**src/rtl/t01_button_ctrl.sv**
```systemverilog
// Button front end: per-button debounce, DAS/ARR repeat FSMs, and a
// priority-arbitrated single-entry command stage.
module t01_button_ctrl #(
  parameter int                 NUM_BTN         = 4,
  parameter int                 DEBOUNCE_CYCLES = 4,
  parameter int                 DAS_DELAY       = 10,
  parameter int                 ARR_PERIOD      = 3,
  parameter logic [NUM_BTN-1:0] REPEAT_MASK     = 4'b0011
) (
  input  logic                       clk,
  input  logic                       rst,
  input  logic [NUM_BTN-1:0]         btn_sync,
  input  logic                       flush,
  input  logic                       cmd_ready,
  output logic                       cmd_valid,
  output logic [$clog2(NUM_BTN)-1:0] cmd_id,
  output logic [NUM_BTN-1:0]         held
);

  localparam int DB_W   = $clog2(DEBOUNCE_CYCLES + 1);
  localparam int RP_MAX = (DAS_DELAY > ARR_PERIOD) ? DAS_DELAY : ARR_PERIOD;
  localparam int RP_W   = $clog2(RP_MAX + 1);
  localparam int ID_W   = $clog2(NUM_BTN);

  typedef enum logic [1:0] {IDLE, DELAY, REPEAT, HOLD} rep_state_e;

  logic [NUM_BTN-1:0] deb_q, deb_d;
  logic [DB_W-1:0]    dcnt_q [NUM_BTN];
  logic [DB_W-1:0]    dcnt_d [NUM_BTN];
  rep_state_e         st_q   [NUM_BTN];
  rep_state_e         st_d   [NUM_BTN];
  logic [RP_W-1:0]    rcnt_q [NUM_BTN];
  logic [RP_W-1:0]    rcnt_d [NUM_BTN];
  logic [NUM_BTN-1:0] evt;
  logic [NUM_BTN-1:0] pend_q, pend_d;
  logic               valid_q, valid_d;
  logic [ID_W-1:0]    id_q, id_d;
  logic               load;
  logic               found;
  logic [ID_W-1:0]    gnt_id;

  always_comb begin
    deb_d = deb_q;
    for (int unsigned i = 0; i < NUM_BTN; i++) begin
      dcnt_d[i] = '0;
      if (btn_sync[i] != deb_q[i]) begin
        if (dcnt_q[i] == DB_W'(DEBOUNCE_CYCLES - 1)) begin
          deb_d[i] = ~deb_q[i];
        end else begin
          dcnt_d[i] = dcnt_q[i] + 1'b1;
        end
      end
    end
  end

  always_comb begin
    evt = '0;
    for (int unsigned i = 0; i < NUM_BTN; i++) begin
      st_d[i]   = st_q[i];
      rcnt_d[i] = rcnt_q[i];
      case (st_q[i])
        IDLE: begin
          rcnt_d[i] = '0;
          if (deb_q[i]) begin
            evt[i]  = 1'b1;
            st_d[i] = REPEAT_MASK[i] ? DELAY : HOLD;
          end
        end
        DELAY: begin
          if (!deb_q[i]) begin
            st_d[i]   = IDLE;
            rcnt_d[i] = '0;
          end else if (rcnt_q[i] == RP_W'(DAS_DELAY - 1)) begin
            evt[i]    = 1'b1;
            st_d[i]   = REPEAT;
            rcnt_d[i] = '0;
          end else begin
            rcnt_d[i] = rcnt_q[i] + 1'b1;
          end
        end
        REPEAT: begin
          if (!deb_q[i]) begin
            st_d[i]   = IDLE;
            rcnt_d[i] = '0;
          end else if (rcnt_q[i] == RP_W'(ARR_PERIOD - 1)) begin
            evt[i]    = 1'b1;
            rcnt_d[i] = '0;
          end else begin
            rcnt_d[i] = rcnt_q[i] + 1'b1;
          end
        end
        HOLD: begin
          if (!deb_q[i]) begin
            st_d[i]   = IDLE;
            rcnt_d[i] = '0;
          end
        end
      endcase
    end
  end

  always_comb begin
    found  = 1'b0;
    gnt_id = '0;
    for (int unsigned i = 0; i < NUM_BTN; i++) begin
      if (pend_q[i] && !found) begin
        found  = 1'b1;
        gnt_id = ID_W'(i);
      end
    end
    load    = !valid_q || cmd_ready;
    pend_d  = pend_q | evt;
    valid_d = valid_q;
    id_d    = id_q;
    if (load) begin
      valid_d = found;
      if (found) begin
        id_d = gnt_id;
        // a fresh event on the granted button keeps its pending bit set
        pend_d[gnt_id] = evt[gnt_id];
      end
    end
    if (flush) begin
      pend_d  = '0;
      valid_d = 1'b0;
    end
  end

  always_ff @(posedge clk or posedge rst) begin
    if (rst) begin
      deb_q   <= '0;
      pend_q  <= '0;
      valid_q <= 1'b0;
      id_q    <= '0;
      for (int unsigned i = 0; i < NUM_BTN; i++) begin
        dcnt_q[i] <= '0;
        rcnt_q[i] <= '0;
        st_q[i]   <= IDLE;
      end
    end else begin
      deb_q   <= deb_d;
      pend_q  <= pend_d;
      valid_q <= valid_d;
      id_q    <= id_d;
      for (int unsigned i = 0; i < NUM_BTN; i++) begin
        dcnt_q[i] <= dcnt_d[i];
        rcnt_q[i] <= rcnt_d[i];
        st_q[i]   <= st_d[i];
      end
    end
  end

  assign cmd_valid = valid_q;
  assign cmd_id    = id_q;
  assign held      = deb_q;

endmodule

```
**config.mk**
```make
export PLATFORM = sky130hd
export DESIGN_NAME = t01_button_ctrl
export DESIGN_NICKNAME = d
export VERILOG_FILES = /design/src/rtl/t01_button_ctrl.sv
export SDC_FILE = /design/constraint.sdc
export NUM_CORES = 1
export LEC_CHECK = 0
export BUFFER_PORTS_ARGS = -buffer_cell sky130_fd_sc_hd__buf_4
export CORE_UTILIZATION = 23
export DETAILED_ROUTE_END_ITERATION = 16
export PLACE_DENSITY_LB_ADDON = 0.1
export SYNTH_ARGS = -nofsm -noshare
export SYNTH_HDL_FRONTEND = slang
export SYNTH_SLANG_ARGS = --single-unit
```
**constraint.sdc**
```tcl
create_clock -name clk -period 3.3 [get_ports clk]
set_clock_uncertainty 0.1 [all_clocks]
set_input_delay 0.66 -clock clk [delete_from_list [all_inputs] [get_ports clk]]
set_output_delay 0.66 -clock clk [all_outputs]
set_load 0.005 [all_outputs]
```
==> reports/qor.csv <==
metric,value,unit
Post-Syn Instances,304,
cts bufs inserted,5,
Critical Path Max Stage Delay,420,ps
ranking of synthesized cells by area,"dfrtp_1, ha_1, o21ai_0, inv_1, nand2_1",
hold buffer count at cts,0,
simple-gate portion of the synthesized area,17.54,%
die width,115.3,microns
multiplexer share of the synthesized area,1.525,%
routability cong.,0.7069,
top-count cell post-synth,dfrtp_1,
Die Y,115.3,microns
clock root cell,clkbuf_16,
Synth Area in Compound Gates,18.18,%
fin crit period,2193,ps
Total Routing Usage GR,9.747,%
status,"complete, no violations",
CP max stage cell,dfrtp_1,
Leak Pwr,1.485,nW
Post-synth EDFFs,0,
global-route wire length before repair,10260,microns
Mapped Area,2953,sq um
Site Rows,41,
RSZ-0062 raised after global routing,false,
CP Class,flip-flop to flip-flop,
GRT Residual Overflow,0,
top post-synthesis cells by count,"dfrtp_1, ha_1, inv_1, nand2_1, o21ai_0",
DRT antenna net count,0,
largest net degree at the start of global routing,25,
die area,13300,sq um
Ant. Diodes,0,
Synth-to-Final Area Change,16.10,%
PnR Total Power,2.733,mW
CP endpoint kind,flip-flop,
Post-synth ARST share,100.0,%
Post-Layout Cell Count,496,
Cell variety after synth,52,
placed cells,488,
CTS H-tree lvls,2,
Initial DRC Count,94,
I/O Pins,15,
"Reg clk slew, reported paths",70,ps
Final Cycle Share,66.47,%
share of cells above drive strength 1,11.11,%
synthesized flop and latch total,47,
dpl hpwl,4552,microns
TNS Setup,0,ps
syn avg cell area,9.713,sq um
CTS sink cnt,47,
number of vias per cell,4.345,
vias in the first global route,2157,
CTS-repair resized insts,0,
Yosys top cell by area,dfrtp_1,
Nets,370,
CP Max Fanout,5,
vias,2155,
Worst Slack Setup Final,1107,ps
dpl ws,1093,ps
DRC,0,
worst slew pin tran,412.8,ps
Initial Util,23.49,%
Clock Path Buffers,2,
area of the core,12570,sq um
max cap viols,0,
Adder-Cell Fraction of Synth Area,16.53,%
Max Slew Vio Count,0,
Slew HR,71.77,%
CP startpoint kind,flip-flop,
worst vdd ir,0.0002189,V
worst hold path type,input port to asynchronous set/reset pin,
final hold vios,0,
crit path DAT,2310,ps
area fraction of the dominant cell type after synthesis,39.83,%
Setup Buffers After CTS,0,
post-layout util,27.28,%
sequential area share after synthesis,39.83,%
syn nets,351,
CP Data Required Time,3420,ps
WL/cell,12.00,microns
largest delay contributor family on the critical path,compound AO/OA/AOI/OAI gates,
worst path bufs/invs,1,
initial antenna violation count,0,
# setup viols final,0,
final wirelength,5952,microns
Pwr Density,797.2,nW/um^2
xor and xnor area share after synthesis,1.780,%
CTS tree,built,
fmax,455.9,MHz
DRT Pass-1 Iters,4,
Syn. warnings,0,
Post-synth top flop,dfrtp_1,
largest family of logic cells by synthesized area,compound AO/OA/AOI/OAI gates,
# port buffers,14,
"Clk Latency, worst-skew pair",280,ps
worst path cell trace,inv_1 > ha_1 > nand3b_1 > a2111oi_2 > o22ai_2 > a311oi_2 > o31a_1,
-- metrics by stage --
stage | hold WS [ps] | cell area, sq um
after global placement | 331.3 | 3272
after global routing | 206.1 | 3428
after floorplan | 319.2 | 2953
after CTS | 187.9 | 3428
final | 187.6 | 3428
after detailed placement | 334.5 | 3272
-- where the power goes --
group,total [mW],switching (mW),internal [mW]
Combinational,1.22,0.663,0.556
Clock,0.540,0.216,0.323
Sequential,0.974,0.221,0.753
-- path summary, 6_finish.rpt --
kind                                startpoint                     to  slack (ps)  cells past startpoint
min in group clk           dcnt_q[6]$_DFF_PP0_    dcnt_q[6]$_DFF_PP0_         340                      1
max                        st_q[4]$_DFFE_PP0P_    pend_q[0]$_DFF_PP0_        1110                      7
min                                        rst    dcnt_q[2]$_DFF_PP0_         190                      2
max reg2reg                st_q[4]$_DFFE_PP0P_    pend_q[0]$_DFF_PP0_        1110                      7
max in group asynchronous                  rst  cmd_id[1]$_DFFE_PP0P_        2320                      3
min reg2reg                dcnt_q[6]$_DFF_PP0_    dcnt_q[6]$_DFF_PP0_         340                      1
-- registers in the layout, indices dropped and copies added (netlist names) --
register,count
pend_q,4
cmd_id,2
dcnt_q,12
cmd_valid,1
rcnt_q,16
st_q,8
held,4
-- worst register-to-register path: cells and delay by family, from the launching register on --
kind | cells | cell delay (ps)
AND/OR/NAND/NOR | 1 | 200
AO/OA/AOI/OAI | 4 | 1080
flip-flops | 1 | 420
adder cells (fa/ha/maj) | 1 | 230
buffers and inverters | 1 | 100
-- cells in the final DEF, fill, tap and decap left out, types with 2 or more instances in the layout --
cell	instances
o21ai_1	2
clkbuf_8	2
nor2_1	7
a31oi_1	5
or3b_1	2
xnor2_1	5
and3b_1	2
a21oi_1	13
nand2_1	26
buf_4	16
nand3b_1	5
nor3b_1	7
o22ai_1	5
clkbuf_16	5
mux2_2	4
o31ai_1	3
nand2b_1	10
ha_1	39
inv_1	31
nor3_1	8
o21ai_0	24
o2bb2ai_1	4
dfrtp_1	47
a21o_1	2
nor2b_1	9
o31a_1	3
nand3_1	10
-- kinds of logic after synthesis --
kind of cell               count (synthesis)
muxes                                      4
buffers and inverters                     36
adders and majority gates                 39
AOI/OAI and AO/OA                         78
and+or+nand+nor                           94
xor gates and xnor gates                   6
DFF                                       47
-- per-layer routing --
metal / share of wire, % / vias to the layer above / GRT usage, %
li1: - / 1106 / -
met3: 1.7 / 6 / 1.950
met2: 48 / 15 / 16.61
met4: 1.6 / 0 / 3.636
met1: 49 / 1028 / 12.13
met5: 0 / - / 0
-- final cells by class --
type / count / area, sq um
clock buffer: 8 / 156.4
fill: 1333 / 9140
inverter: 32 / 120.1
multi-input combinational: 221 / 1640
sequential: 47 / 1176
tap: 172 / 215.2
timing repair buffer: 16 / 120.1
Note: power is estimated with default switching activity, not from simulation.
